## src/rtl/trig_ctrl_param_if.sv

```systemverilog
// Trigger controller bus: trigger sources, configuration and status.
// master drives sources/config and reads status; slave is the controller.
interface trig_ctrl_param_if #(
    parameter int NUM_CH = 5,
    parameter int CNT_W  = 9
);
    logic [NUM_CH-1:0] ch_trig;
    logic [NUM_CH-1:0] ch_mask;
    logic              prot_trig;
    logic              prot_en;
    logic              mode_or;
    logic              arm;
    logic              abort;
    logic [CNT_W-1:0]  post_cnt;
    logic              smpl_en;
    logic              armed;
    logic              triggered;
    logic              trig_pulse;
    logic              capture_done;
    logic [NUM_CH:0]   trig_src;
    logic [CNT_W-1:0]  post_left;

    modport master (
        output ch_trig, ch_mask, prot_trig, prot_en, mode_or,
        output arm, abort, post_cnt, smpl_en,
        input  armed, triggered, trig_pulse, capture_done,
        input  trig_src, post_left
    );

    modport slave (
        input  ch_trig, ch_mask, prot_trig, prot_en, mode_or,
        input  arm, abort, post_cnt, smpl_en,
        output armed, triggered, trig_pulse, capture_done,
        output trig_src, post_left
    );
endinterface

```

## src/rtl/trig_ctrl_param.sv

```systemverilog
// Parametrised trigger controller: masked AND/OR source combining,
// arm/qualify/trigger/post-count/done FSM. Ports: clk, rst_n, bus (slave).
module trig_ctrl_param #(
    parameter int NUM_CH = 5,
    parameter int CNT_W  = 9
) (
    input logic              clk,
    input logic              rst_n,
    trig_ctrl_param_if.slave bus
);
    typedef enum logic [2:0] {
        IDLE,
        ARM_WAIT,
        ARMED,
        POST,
        DONE
    } state_t;

    state_t            state_q, state_d;
    logic              pulse_q, pulse_d;
    logic [NUM_CH:0]   src_q, src_d;
    logic [CNT_W-1:0]  left_q, left_d;

    logic any_en;
    logic and_v;
    logic or_v;
    logic trig_set;

    assign any_en = (|bus.ch_mask) | bus.prot_en;
    assign and_v  = (&(bus.ch_trig | ~bus.ch_mask))
                  & (bus.prot_trig | ~bus.prot_en);
    assign or_v   = (|(bus.ch_trig & bus.ch_mask))
                  | (bus.prot_trig & bus.prot_en);
    // With nothing enabled the AND form would be vacuously true.
    assign trig_set = any_en & (bus.mode_or ? or_v : and_v);

    always_ff @(posedge clk) begin
        if (!rst_n) begin
            state_q <= IDLE;
            pulse_q <= 1'b0;
            src_q   <= '0;
            left_q  <= '0;
        end else begin
            state_q <= state_d;
            pulse_q <= pulse_d;
            src_q   <= src_d;
            left_q  <= left_d;
        end
    end

    always_comb begin
        state_d = state_q;
        pulse_d = 1'b0;
        src_d   = src_q;
        left_d  = left_q;
        if (bus.abort) begin
            // Snapshot and remaining count stay visible after an abort.
            state_d = IDLE;
        end else begin
            unique case (state_q)
                IDLE: begin
                    if (bus.arm) state_d = ARM_WAIT;
                end
                ARM_WAIT: begin
                    // Reject a level already active when armed.
                    if (!trig_set) state_d = ARMED;
                end
                ARMED: begin
                    if (trig_set) begin
                        pulse_d = 1'b1;
                        src_d   = {bus.prot_trig & bus.prot_en,
                                   bus.ch_trig & bus.ch_mask};
                        left_d  = bus.post_cnt;
                        state_d = (bus.post_cnt == '0) ? DONE : POST;
                    end
                end
                POST: begin
                    if (bus.smpl_en) begin
                        if (left_q > CNT_W'(1)) begin
                            left_d = left_q - CNT_W'(1);
                        end else begin
                            left_d  = '0;
                            state_d = DONE;
                        end
                    end
                end
                DONE: begin
                    if (bus.arm) state_d = ARM_WAIT;
                end
                default: state_d = IDLE;
            endcase
        end
    end

    assign bus.armed        = (state_q == ARM_WAIT) || (state_q == ARMED);
    assign bus.triggered    = (state_q == POST) || (state_q == DONE);
    assign bus.capture_done = (state_q == DONE);
    assign bus.trig_pulse   = pulse_q;
    assign bus.trig_src     = src_q;
    assign bus.post_left    = left_q;
endmodule
```

## src/flat_wrapper.sv

```systemverilog
// flat-port wrapper written by rule: the top's interface ports become plain ports
module trig_ctrl_param_flat 
#(
    parameter int NUM_CH = 5,
    parameter int CNT_W  = 9
)
  (clk, rst_n, bus_ch_trig, bus_ch_mask, bus_prot_trig, bus_prot_en, bus_mode_or, bus_arm, bus_abort, bus_post_cnt, bus_smpl_en, bus_armed, bus_triggered, bus_trig_pulse, bus_capture_done, bus_trig_src, bus_post_left);
  trig_ctrl_param_if #(.NUM_CH(NUM_CH), .CNT_W(CNT_W)) bus_i ();
  input logic clk;
  input logic rst_n;
  input wire logic [$bits(bus_i.ch_trig)-1:0] bus_ch_trig;
  input wire logic [$bits(bus_i.ch_mask)-1:0] bus_ch_mask;
  input wire logic [$bits(bus_i.prot_trig)-1:0] bus_prot_trig;
  input wire logic [$bits(bus_i.prot_en)-1:0] bus_prot_en;
  input wire logic [$bits(bus_i.mode_or)-1:0] bus_mode_or;
  input wire logic [$bits(bus_i.arm)-1:0] bus_arm;
  input wire logic [$bits(bus_i.abort)-1:0] bus_abort;
  input wire logic [$bits(bus_i.post_cnt)-1:0] bus_post_cnt;
  input wire logic [$bits(bus_i.smpl_en)-1:0] bus_smpl_en;
  output wire logic [$bits(bus_i.armed)-1:0] bus_armed;
  output wire logic [$bits(bus_i.triggered)-1:0] bus_triggered;
  output wire logic [$bits(bus_i.trig_pulse)-1:0] bus_trig_pulse;
  output wire logic [$bits(bus_i.capture_done)-1:0] bus_capture_done;
  output wire logic [$bits(bus_i.trig_src)-1:0] bus_trig_src;
  output wire logic [$bits(bus_i.post_left)-1:0] bus_post_left;
  assign bus_i.ch_trig = bus_ch_trig;
  assign bus_i.ch_mask = bus_ch_mask;
  assign bus_i.prot_trig = bus_prot_trig;
  assign bus_i.prot_en = bus_prot_en;
  assign bus_i.mode_or = bus_mode_or;
  assign bus_i.arm = bus_arm;
  assign bus_i.abort = bus_abort;
  assign bus_i.post_cnt = bus_post_cnt;
  assign bus_i.smpl_en = bus_smpl_en;
  assign bus_armed = bus_i.armed;
  assign bus_triggered = bus_i.triggered;
  assign bus_trig_pulse = bus_i.trig_pulse;
  assign bus_capture_done = bus_i.capture_done;
  assign bus_trig_src = bus_i.trig_src;
  assign bus_post_left = bus_i.post_left;
  trig_ctrl_param #(.NUM_CH(NUM_CH), .CNT_W(CNT_W)) u_core (.clk(clk), .rst_n(rst_n), .bus(bus_i));
endmodule
```

## config.mk

```make
export PLATFORM = sky130hd
export DESIGN_NAME = trig_ctrl_param_flat
export DESIGN_NICKNAME = d
export VERILOG_FILES = /design/src/rtl/trig_ctrl_param_if.sv /design/src/rtl/trig_ctrl_param.sv /design/src/flat_wrapper.sv
export SDC_FILE = /design/constraint.sdc
export NUM_CORES = 1
export LEC_CHECK = 0
export CELL_PAD_IN_SITES_DETAIL_PLACEMENT = 0
export CELL_PAD_IN_SITES_GLOBAL_PLACEMENT = 1
export CORE_MARGIN = 3
export CORE_UTILIZATION = 32
export CTS_BUF_LIST = sky130_fd_sc_hd__clkbuf_16
export DETAILED_ROUTE_END_ITERATION = 10
export MAX_ROUTING_LAYER = met4
export PLACE_DENSITY = 0.82
export REMOVE_ABC_BUFFERS = 1
export SKIP_LAST_GASP = 1
export SYNTH_ARGS = -nofsm -noshare
export SYNTH_HDL_FRONTEND = slang
export SYNTH_SLANG_ARGS = --single-unit
```

## constraint.sdc

```tcl
create_clock -name clk -period 2.35 [get_ports clk]
set_input_delay 0.3525 -clock clk [delete_from_list [all_inputs] [get_ports clk]]
set_output_delay 0.3525 -clock clk [all_outputs]
set_load 0.01 [all_outputs]
```

==> summary.md <==
| Metric | Value |
|---|---|
| Synth Area in XOR/XNOR | 0.6610% |
| Largest family of logic cells by synthesized area | simple AND/OR/NAND/NOR gates |
| Detailed Routing Iterations Pass 1 | 4 |
| Synth top area cells | dfxtp_1 29%, mux2i_1 4.5%, nand2b_1 4.2%, nor2_1 4.2%, o21ai_0 3.4% |
| Avg Synthesized Cell Area | 8.129 µm² |
| P_leak | 0.7239 nW |
| Startpoint types | primary input |
| Share of layout cells above drive strength 1 | 11.21% |
| Relative slew slack | 57.20% |
| IO buf count | 45 |
| Finished Core Util | 50.92% |
| Core area | 3826 µm² |
| Drt wl/cell | 14.69 µm |
| Clock buffer count from CTS | 3 |
| Post-layout minimum cycle time | 2.142 ns |
| Critical path peak fanout | 3 |
| Top_reg_cell synth | dfxtp_1 |
| Final ANT Viol Nets | 0 |
| DP HPWL | 2919 µm |
| Status | complete, no violations |
| GRT overflow | 0 |
| Hold WS | 0.4710 ns |
| Ports | 46 |
| GRT Total Usage | 16.14% |
| First-pass GRT wire length | 6451 µm |
| Simple-Gate Fraction of Synth Area | 33.62% |
| Diode count | 0 |
| Starting Density | 34.63% |
| Post-CTS Repair Setup Buffers | 0 |
| Clk sink count | 19 |
| Top cell type by total area after synthesis | dfxtp_1 |
| HP Class | flip-flop to flip-flop |
| Cells along the critical path | clkdlybuf4s50_1, or4_1, nor4_1, buf_4, nor3_1, nor3_2, a21boi_1, o21a_1 |
| H-tree levels | 1 |
| Die area | 4949 µm² |
| RSZ-0062 raised after global routing | no |
| Post-route setup TNS | 0 ns |
| Post-CTS Hold Buffers | 0 |
| Clock slew at reported path FFs | 0.05 ns |
| F_max | 0.4668 GHz |
| Initial antenna violation count | 0 |
| Post-synthesis adder-cell area fraction | 1.889% |
| Top cell type's share of synthesized area | 28.71% |
| Pre-CTS setup slack | -0.04091 ns |
| RD Place Congestion | 0.8958 |
| Root Buffer | clkbuf_16 |
| Kind of critical path | primary input to flip-flop |
| Routed WL | 3849 µm |
| Synth Area in Compound Gates | 25.68% |
| Most instantiated cells after synthesis | 19 x dfxtp_1, 15 x nor2_1, 12 x nand2_1 |
| Post-synth cell types | 49 |
| Total vias in the final route | 1442 |
| Arrival time at the worst endpoint | 2.29 ns |
| Clock insertion delay at the later pin of the skew report | 0.25 ns |
| Cell area after synthesis | 1325 µm² |
| Number of global-route vias before repair | 1415 |
| Fin. max-slew vios | 0 |
| VDD IR max | 0.2207 mV |
| Count leader, synth | dfxtp_1 |
| Worst setup margin | 0.2078 ns |
| DRT iter0 DRCs | 50 |
| Row count | 22 |
| Die height | 70.35 µm |
| Mapped Cells | 163 |
| Fin crit share | 91.16% |
| Mux cell area share after synthesis | 4.533% |
| Ys async rst share | 0% |
| CP required | 2.49 ns |
| CTS tree | done |
| Remaining DRCs | 0 |
| Worst-Margin Slew | 0.6350 ns |
| Largest net degree at the start of global routing | 14 |
| Clock skew | 0.0005426 ns |
| Max incr delay on CP | 0.55 ns |
| Ys Warns | 0 |
| Clk buf depth | 2 |
| Max Cap Violations | 0 |
| Seq/Total Area, Yosys | 28.71% |
| Final Hold Viols | 0 |
| Worst setup EP type | flip-flop |
| #FFs+latches synth | 19 |
| Critical-path top delay cell | or4_1 |
| Endpoints failing setup | 0 |
| Post-CTS sizing | 0 |
| Vias per cell | 5.504 |
| EDFF count, synth | 0 |
| PD cells | 412.4 nW/µm² |
| Area Overhead vs Synth | 47.03% |
| Final net count | 244 |
| DIE WIDTH | 70.35 µm |
==> layer usage <==
metal	wire, µm	track usage [%]	vias to the layer above
met3	230	3.597	6
li1	-	-	706
met4	39	4.255	0
met2	1716	25.16	56
met1	1863	21.02	674
met5	0	-	-
==> power breakdown <==
part	switching [W]	total [W]	internal (W)	leakage [nW]
Sequential	0.00000429	0.000329	0.000325	0.153
Clock	0.000118	0.000344	0.000226	0.0423
Combinational	0.0000535	0.000130	0.0000768	0.528
Total	0.000176	0.000803	0.000628	0.724
==> placed cells by master (no fill, tap or decap), drive strengths merged, types with 2 or more instances in the layout <==
master and instances:
nand2b 9, nand2 12, clkdlybuf4s50 45, nand3 7, o221ai 2, ha 2, nor4 5, o311a 2
or4 3, mux2i 6, a21boi 6, o21a 2, a21oi 5, nor2b 6, and2 5, nor2 16
a32o 4, o21ai 10, buf 9, dfxtp 19, a22oi 2, or2 2, clkbuf 3, inv 7
nor3 7, o2bb2ai 2
==> critical path, delay by kind of cell <==
kind / cells / cell delay (ns)
buf+inv: 2 / 0.59
compound gates: 2 / 0.28
simple gates: 4 / 1.06
==> flip-flops by register name, indices dropped and copies added (netlist names) <==
name	cells
u_core.bus.post_left	9
u_core.bus.trig_pulse	1
u_core.bus.trig_src	6
u_core.state_q	3
==> cells by family (layout without fill, tap and decap cells) <==
logic type	after synthesis	in the layout
buffers and inverters	13	64
adder cells (fa/ha/maj)	2	2
XOR/XNOR	1	1
flip-flops	19	19
AO/OA/AOI/OAI	45	45
multiplexers	6	6
AND/OR/NAND/NOR	77	77
==> cell type report <==
cell class	instances	area (µm²)
Clock buffer	3	75.07
Clock inverter	1	3.754
Fill cell	361	1878
Inverter	6	22.52
Multi-Input combinational cell	131	888.4
Sequential cell	19	380.4
Tap cell	48	60.06
Timing Repair Buffer	54	518.0
==> worst paths after layout <==
kind,cells past startpoint,to,slack (ns),start
max,8,u_core.state_q[0],0.21,bus_post_cnt[7]
min,2,u_core.bus.trig_src[3],0.47,u_core.bus.trig_src[3]
max reg2reg,6,u_core.bus.post_left[6],0.30,u_core.bus.post_left[4]
min reg2reg,2,u_core.bus.trig_src[3],0.47,u_core.bus.trig_src[3]
==> through the flow <==
| stage | power, W | cell area, µm² | instances |
|---|---|---|---|
| after floorplan | 0.0003844 | 1282 | 156 |
| after global placement | 0.0004627 | 1869 | 258 |
| after detailed placement | 0.0004642 | 1869 | 258 |
| after CTS | 0.0008083 | 1948 | 262 |
| after global routing | 0.0008359 | 1948 | 262 |
| final | 0.0008033 | 1948 | 262 |
No activity file was read; power rests on OpenSTA's default activity.
